File: src/rtl/memory_access.sv
// memory_access: MEM pipeline stage. Runs loads and stores over a simple
// req/gnt/rvalid data-memory bus, formats load data, raises the branch
// redirect, and aborts a bus transaction that makes no progress for
// TIMEOUT_CYC cycles.
// Optional build macro MISALIGN_TRAP_EN: adds misalign_o and traps misaligned
// halfword/word accesses instead of truncating their address bits.
module memory_access #(
  parameter int unsigned TIMEOUT_CYC = 64
) (
  input  logic        sys_clk_i,
  input  logic        rst_i,
  input  logic        in_valid_i,
  input  logic [31:0] alu_result_i,
  input  logic [31:0] rs2_rdata_i,
  input  logic [31:0] instruction_addr_i,
  input  logic [2:0]  funct3_i,
  input  logic [4:0]  rd_i,
  input  logic        RegWrite_i,
  input  logic        MemtoReg_i,
  input  logic        Branch_i,
  input  logic        MemRead_i,
  input  logic        MemWrite_i,
  input  logic        condition_en_i,
  output logic        stall_o,
  output logic        pc_src_o,
  output logic [31:0] branch_target_o,
  output logic        dmem_req_o,
  output logic        dmem_we_o,
  output logic [31:0] dmem_addr_o,
  output logic [31:0] dmem_wdata_o,
  output logic [3:0]  dmem_be_o,
  input  logic        dmem_gnt_i,
  input  logic        dmem_rvalid_i,
  input  logic [31:0] dmem_rdata_i,
  output logic        wb_valid_o,
  output logic        wb_RegWrite_o,
  output logic [4:0]  wb_rd_o,
  output logic [31:0] wb_data_o,
`ifdef MISALIGN_TRAP_EN
  output logic        misalign_o,
`endif
  output logic        mem_err_o
);

  typedef enum logic [1:0] {IDLE, REQ, WAIT} state_t;

  localparam logic [7:0] TMO_LIMIT = 8'(TIMEOUT_CYC);

  state_t      state;
  logic [7:0]  tmo_cnt;

  logic        mem_op;
  logic        is_store;
  logic        is_byte;
  logic        is_half;
  logic        misaligned;
  logic        timeout;
  logic [1:0]  lane;
  logic [31:0] shifted;
  logic [31:0] load_fmt;

  logic        req;
  logic        stall;
  logic        pass_thru;
  logic        trap;
  logic        store_done;
  logic        load_done;
  logic        abort;
  logic        go_req;
  logic        go_wait;

  // Decode the access: width class, byte lane used inside the word, alignment
  always_comb begin
    mem_op   = in_valid_i & (MemRead_i | MemWrite_i);
    is_store = MemWrite_i;
    is_byte  = (funct3_i == 3'd0) | (~is_store & (funct3_i == 3'd4));
    is_half  = (funct3_i == 3'd1) | (~is_store & (funct3_i == 3'd5));
    if (is_byte) begin
      lane = alu_result_i[1:0];
    end else if (is_half) begin
      lane = {alu_result_i[1], 1'b0};
    end else begin
      lane = 2'b00;
    end
`ifdef MISALIGN_TRAP_EN
    misaligned = (is_half & alu_result_i[0]) |
                 (~is_byte & ~is_half & (alu_result_i[1:0] != 2'b00));
`else
    misaligned = 1'b0;
`endif
    timeout = (tmo_cnt == TMO_LIMIT);
  end

  // Bus address, write enable, byte enables and lane-replicated store data
  always_comb begin
    dmem_addr_o = {alu_result_i[31:2], 2'b00};
    dmem_we_o   = mem_op & is_store;
    if (is_byte) begin
      dmem_be_o    = 4'b0001 << lane;
      dmem_wdata_o = {4{rs2_rdata_i[7:0]}};
    end else if (is_half) begin
      dmem_be_o    = lane[1] ? 4'b1100 : 4'b0011;
      dmem_wdata_o = {2{rs2_rdata_i[15:0]}};
    end else begin
      dmem_be_o    = 4'b1111;
      dmem_wdata_o = rs2_rdata_i;
    end
  end

  // Align returned read data to bit 0 and sign/zero extend by funct3
  always_comb begin
    shifted = dmem_rdata_i >> {lane, 3'b000};
    case (funct3_i)
      3'd0:    load_fmt = {{24{shifted[7]}}, shifted[7:0]};
      3'd1:    load_fmt = {{16{shifted[15]}}, shifted[15:0]};
      3'd4:    load_fmt = {24'h000000, shifted[7:0]};
      3'd5:    load_fmt = {16'h0000, shifted[15:0]};
      default: load_fmt = shifted;
    endcase
  end

  // Per-state bus handshake: decide request, stall and what finishes this cycle
  always_comb begin
    req        = 1'b0;
    stall      = 1'b0;
    pass_thru  = 1'b0;
    trap       = 1'b0;
    store_done = 1'b0;
    load_done  = 1'b0;
    abort      = 1'b0;
    go_req     = 1'b0;
    go_wait    = 1'b0;
    case (state)
      IDLE: begin
        if (!mem_op) begin
          pass_thru = 1'b1;
        end else if (misaligned) begin
          trap = 1'b1;
        end else begin
          req = 1'b1;
          if (dmem_gnt_i) begin
            if (is_store) begin
              store_done = 1'b1;
            end else begin
              go_wait = 1'b1;
              stall   = 1'b1;
            end
          end else begin
            go_req = 1'b1;
            stall  = 1'b1;
          end
        end
      end
      REQ: begin
        if (timeout) begin
          abort = 1'b1;
        end else begin
          req = 1'b1;
          if (dmem_gnt_i) begin
            if (is_store) begin
              store_done = 1'b1;
            end else begin
              go_wait = 1'b1;
              stall   = 1'b1;
            end
          end else begin
            stall = 1'b1;
          end
        end
      end
      WAIT: begin
        if (timeout) begin
          abort = 1'b1;
        end else if (dmem_rvalid_i) begin
          load_done = 1'b1;
        end else begin
          stall = 1'b1;
        end
      end
      default: begin
      end
    endcase
  end

  // Request and stall vanish the moment reset asserts, even with a held memory op
  always_comb begin
    dmem_req_o      = req & ~rst_i;
    stall_o         = stall & ~rst_i;
    pc_src_o        = in_valid_i & Branch_i & condition_en_i;
    branch_target_o = instruction_addr_i;
  end

  // FSM, progress timeout counter and registered writeback outputs
  always_ff @(posedge sys_clk_i or posedge rst_i) begin
    if (rst_i) begin
      state         <= IDLE;
      tmo_cnt       <= 8'd0;
      wb_valid_o    <= 1'b0;
      wb_RegWrite_o <= 1'b0;
      wb_rd_o       <= 5'd0;
      wb_data_o     <= 32'd0;
      mem_err_o     <= 1'b0;
`ifdef MISALIGN_TRAP_EN
      misalign_o    <= 1'b0;
`endif
    end else begin
      if (go_req) begin
        state   <= REQ;
        tmo_cnt <= 8'd0;
      end else if (go_wait) begin
        state   <= WAIT;
        tmo_cnt <= 8'd0;
      end else if (store_done | load_done | abort) begin
        state   <= IDLE;
        tmo_cnt <= 8'd0;
      end else if (state != IDLE) begin
        tmo_cnt <= tmo_cnt + 8'd1;
      end

      wb_valid_o    <= pass_thru ? in_valid_i : (store_done | load_done | abort | trap);
      wb_RegWrite_o <= (pass_thru & in_valid_i & RegWrite_i) | (load_done & RegWrite_i);
      mem_err_o     <= abort;
`ifdef MISALIGN_TRAP_EN
      misalign_o    <= trap;
`endif
      if (pass_thru | store_done | load_done | abort | trap) begin
        wb_rd_o   <= rd_i;
        wb_data_o <= (load_done & MemtoReg_i) ? load_fmt : alu_result_i;
      end
    end
  end

endmodule
File: config.mk
export PLATFORM = sky130hd
export DESIGN_NAME = memory_access
export DESIGN_NICKNAME = d
export VERILOG_FILES = /design/src/rtl/memory_access.sv
export SDC_FILE = /design/constraint.sdc
export NUM_CORES = 1
export LEC_CHECK = 0
export BUFFER_PORTS_ARGS = -buffer_cell sky130_fd_sc_hd__buf_2
export CAP_MARGIN = 10
export CORE_AREA = 4 4 112 114
export CTS_BUF_LIST = sky130_fd_sc_hd__clkbuf_4 sky130_fd_sc_hd__clkbuf_8 sky130_fd_sc_hd__clkbuf_16
export DETAILED_ROUTE_END_ITERATION = 8
export DIE_AREA = 0 0 116 118
export GPL_TIMING_DRIVEN = 1
export PLACE_DENSITY = 0.71
export SLEW_MARGIN = 5
export SYNTH_ARGS = -nofsm -noshare
export SYNTH_HDL_FRONTEND = slang
export SYNTH_SLANG_ARGS = --single-unit
File: constraint.sdc
create_clock -name sys_clk_i -period 3.1 [get_ports sys_clk_i]
set_input_delay 0.155 -clock sys_clk_i [delete_from_list [all_inputs] [get_ports sys_clk_i]]
set_output_delay 0.155 -clock sys_clk_i [all_outputs]
set_load 0.01 [all_outputs]
## Word-level counts from Yosys, hierarchy flattened

Cells that the tools add are included.

- Add/subtract/negate cells: 1
- Multipliers: 0
- Divide/modulo/power cells: 0
- $lt $le $gt $ge: 0
- Equal/unequal tests: 6
- Shift-type cells: 2
- Muxes and demuxes: 46
- Bitwise gates (word level): 23
- Reductions and logical operators: 6

Operators by type and width:

| kind | count |
|---|---|
| $pmux 32 s4 | 1 |
| $mux 32 | 3 |
| $mux 8 | 4 |
| $shr 32x5->32 | 1 |
| $mux 1 | 26 |
| $and 1x1->1 | 12 |
| $mux 4 | 3 |
| $mux 2 | 5 |
| $or 1x1->1 | 9 |
| $add 8x1->8 const B | 1 |
| $eq 8x7->1 const B | 1 |
| $eq 3x3->1 const B | 2 |
| $pmux 1 s2 | 3 |
| $reduce_bool 4->1 | 1 |
| $shl 1x2->4 const A | 1 |
| $eq 3x1->1 const B | 1 |
| $logic_not 3->1 | 1 |
| $pmux 1 s3 | 1 |
| $reduce_bool 3->1 | 1 |
| $eq 2x1->1 const B | 1 |
| $eq 2x2->1 const B | 1 |
| $logic_not 2->1 | 1 |
| $not 1->1 | 2 |
| $reduce_bool 2->1 | 1 |
| $reduce_or 2->1 | 1 |

- Register bits: 50
- Bits in latches: 0
- RAM bits: 0
- Bits in read-only memories: 0
- Bits of input ports: 147
- Output and inout bits: 144
- Memories kept: 0

## Logic depth before layout (Yosys ltp)

- Depth after elaboration: 9
- Mapped depth: 9

## Worst setup path before layout

Ideal clock, no wire load.

- Path kind: register to register
- Start: register tmo_cnt[0]
- End: register wb_data_o[19]
- Library setup time: 87 ps
- Arrival time: 1889 ps
- Required time: 3013 ps
- Slack: 1125 ps
- Cell stages (with the launch flop): 9
- Path buffers: 1
- Path through: dfrtp_1 inv_1 ha_1 or4b_4 o211ai_2 and4_4 buf_12 nor3_1 a211oi_2

- Cells in the longest elaborated chain, start to end: 6
- Elaborated cells between the ends (all ways): 12

Ends and longest elaborated chain:

| what | RTL line | source |
|---|---|---|
| start: declaration | 50 | `logic [7:0] tmo_cnt;` |
| start signal: assignment | 217 | `tmo_cnt <= tmo_cnt + 8'd1;` |
| $eq 8x7->1 (*) | 91 | `timeout = (tmo_cnt == TMO_LIMIT);` |
| $mux 1 | 155 | `if (timeout) begin` |
| $pmux 1 s2 | 133 | `case (state)` |
| $or 1x1->1 (3 in a row) | 226 | `if (pass_thru \| store_done \| load_done \| abort \| trap) begin` |
| end signal: assignment | 228 | `wb_data_o <= (load_done & MemtoReg_i) ? load_fmt : alu_result_i;` |
| end: declaration | 38 | `output logic [31:0] wb_data_o,` |

Every way passes the cells marked *; elsewhere a longest branch is shown, timed or not.
A chain may end at the register's enable or synchronous reset.

## Worst setup path after layout

- Start: register tmo_cnt[0]
- End: register wb_data_o[3]

The elaborated chain is that of the path after synthesis.

==> run metrics <==
status completed; clk slew on worst S/H paths 0.07 ns; final WL 15.43 mm; Crit-path slowest cell or4b_4; CTS sink cnt 50; grt total ovfl 0; Post-Syn Instances 504; Vias 4116; crit-path max FO 16; largest net degree at the start of global routing 40; RSZ-0062 raised after global routing false; initial core utilization 0.3632; Setup TNS Final 0 ns; HPWL after DPL 12.46 mm; crit-path max cell delay 0.47 ns; static leakage power 2.461 nW; post-synth cell types 53; Primary FF master, synth dfrtp_1; Port Buf Inserts 224; Ports 291; r2r startpoint tmo_cnt[0]; GRT Total Usage 0.2119; top cells by area, synth dfrtp_1 30%, buf_4 13%, nand2_1 6.4%; die height 118 microns; final hold vios 0; Clock Tree Buf Depth 2; post-route cell area 4990 sq um; area delta synth->final 20.30%; Setup Viol. Count Final 0; FP Rows 39; Layout Nets 794; cell taking the most area after synthesis dfrtp_1; most frequent CP cell o21ai_0; Clock Latency Late Sink 0.29 ns; maxcap violations 0; FMAX 406.9 MHz; Peak VDD IR 403.3 uV; Worst path top cell family by delay simple AND/OR/NAND/NOR gates; post-CTS setup buffers 0; WP data arrival 2.61 ns; Synth Cell Area 4148 sq um; initial drt markers 197; layout cells sized above 1 0.4470; final count of pins violating max slew 0; crit-path cells inv_1, ha_1, or4b_4, o21ai_1, nand4_2, buf_4, o21ai_0, o21ai_0; critical path class flip-flop to flip-flop; Critical Path RT 3.25 ns; Root Buffer clkbuf_16; critical path launch point tmo_cnt[0]; Post-DRT Antenna Nets 0; vias in the first global route 4073; filler cell count 1209; commonest non-fill, non-tap cell in the layout buf_2; Post-DP Area 4783 sq um; Core Box Area 11420 sq um; Worst setup SP type flip-flop; antenna violations before repair 4; Worst slew margin 0.5023; min Tclk post-route 2.458 ns; Synth top area share 0.3017; number of synthesized register bits 50; first-pass detailed-route iteration total 4; Crit path buffers/inverters 2; chip width 116 microns; TritonCTS clock tree done; H-tree Lvls 2; Setup Skew 0.004323 ns; synthesized area per cell 8.230 sq um; Power Density 709.7 nW/um^2; DRC errors left 0; Worst Hold Class input pin to flip-flop; EDFF count, synth 0; commonest cells after routing, fill and taps aside 224 x buf_2, 71 x nand2_1, 50 x dfrtp_1, 44 x nor2_1, 30 x o21ai_0; routed len/inst 19.63 microns; first-pass GRT wire length 22.77 mm; final core occ 0.4370; worst-margin pin slew 0.7451 ns; asr flop ratio synth 1.000; GPL Wtd Cong 0.8487; Via density 5.237; sequential-to-total area share from yosys stat 0.3017; hold wc startpoint rd_i[3]; final worst path period share 0.7929; Die ar. 13690 sq um; crit end category flip-flop; Num CTS Buffers 5; Synth Warn # 0
-- cells by family (layout without fill, tap and decap cells) --
family,Yosys count,after routing,synth area share
AO/OA/AOI/OAI,114,114,0.1967
flip-flops,50,50,0.3017
other,1,3,0.0009041
XOR/XNOR,6,6,0.01267
buffers and inverters,115,252,0.1864
AND/OR/NAND/NOR,181,181,0.2048
adder cells (fa/ha/maj),6,6,0.01810
multiplexers,31,31,0.07873
-- worst reg2reg max path, delay by kind of cell, from the launching register on --
family | cells | cell delay [ns]
buffers and inverters | 2 | 0.46
AOI/OAI and AO/OA | 3 | 0.39
adders and majority gates | 1 | 0.15
DFF | 1 | 0.41
and+or+nand+nor | 2 | 0.90
-- cell type report --
type / count / area [sq um] / area share
Multi-Input combinational cell: 340 / 2127 / 0.4263
Tap cell: 143 / 178.9 / 0.03586
Antenna cell: 1 / 2.502 / 0.0005015
Sequential cell: 50 / 1251 / 0.2508
Clock buffer: 5 / 125.1 / 0.02508
Inverter: 10 / 37.54 / 0.007523
Clock inverter: 3 / 68.82 / 0.01379
Timing Repair Buffer: 234 / 1199 / 0.2402
-- stage by stage --
stage | worst slack (ns) | total power, mW | cells | hold slack [ns]
floorplan | 1.125 | 2.329 | 505 | 0.2407
global placement | 0.6948 | 2.820 | 776 | 0.1849
detailed placement | 0.6060 | 2.851 | 776 | 0.1913
CTS | 0.5911 | 3.579 | 785 | 0.05538
global route | 0.3995 | 3.798 | 786 | 0.05739
finish | 0.6421 | 3.541 | 786 | 0.05785
-- path summary, 6_finish.rpt --
path                       slack, ns           end  cells past startpoint
min in group asynchronous       0.43  wb_data_o[7]                      3
hold reg to reg                 0.47    wb_rd_o[4]                      2
max in group asynchronous       1.89  wb_data_o[0]                      4
hold / removal                  0.06    wb_rd_o[3]                      3
setup / recovery                0.64  wb_data_o[3]                      8
setup reg to reg                0.64  wb_data_o[3]                      8
-- state kept, by name, indices dropped and copies added, names as in the netlist --
| register | cells |
|---|---|
| wb_valid_o | 1 |
| wb_data_o | 32 |
| wb_rd_o | 5 |
| wb_RegWrite_o | 1 |
| tmo_cnt | 8 |
| mem_err_o | 1 |
| state | 2 |
-- repair_timing --
item / CTS / global route
hold buffers: 1 / 0
setup endpoints to repair: 0 / 0
resized for setup: 0 / 0
hold endpoints to repair: 19 / 0
-- report_power, final --
part	internal [mW]	total [mW]	switching [mW]
combinational	0.698	1.72	1.02
clock	0.464	0.722	0.257
sequential	0.936	1.10	0.161
total	2.10	3.54	1.44
-- cell usage after synthesis, types with 4 or more instances --
library cell,n
buf_4,74
o21ai_1,4
nand2_1,71
o21ai_0,30
xor2_1,4
mux2_2,13
nor3_2,6
mux2i_1,18
a21oi_1,28
nand3_1,11
buf_2,7
a21o_1,4
a2111oi_0,7
buf_6,5
inv_1,10
and2_1,5
nor2b_1,4
nor3_1,26
ha_1,6
a221oi_1,7
dfrtp_1,50
clkbuf_1,15
nor2_1,44
a211oi_2,17
-- per-layer routing --
metal / part of all wire / up-vias / global-route usage
met2: 0.52 / 179 / 0.3831
li1: - / 1951 / -
met3: 0.079 / 38 / 0.04165
met4: 0.020 / 6 / 0.05294
met1: 0.38 / 1942 / 0.2525
met5: 0.0022 / - / 0
No activity file was read; power rests on OpenSTA's default activity.
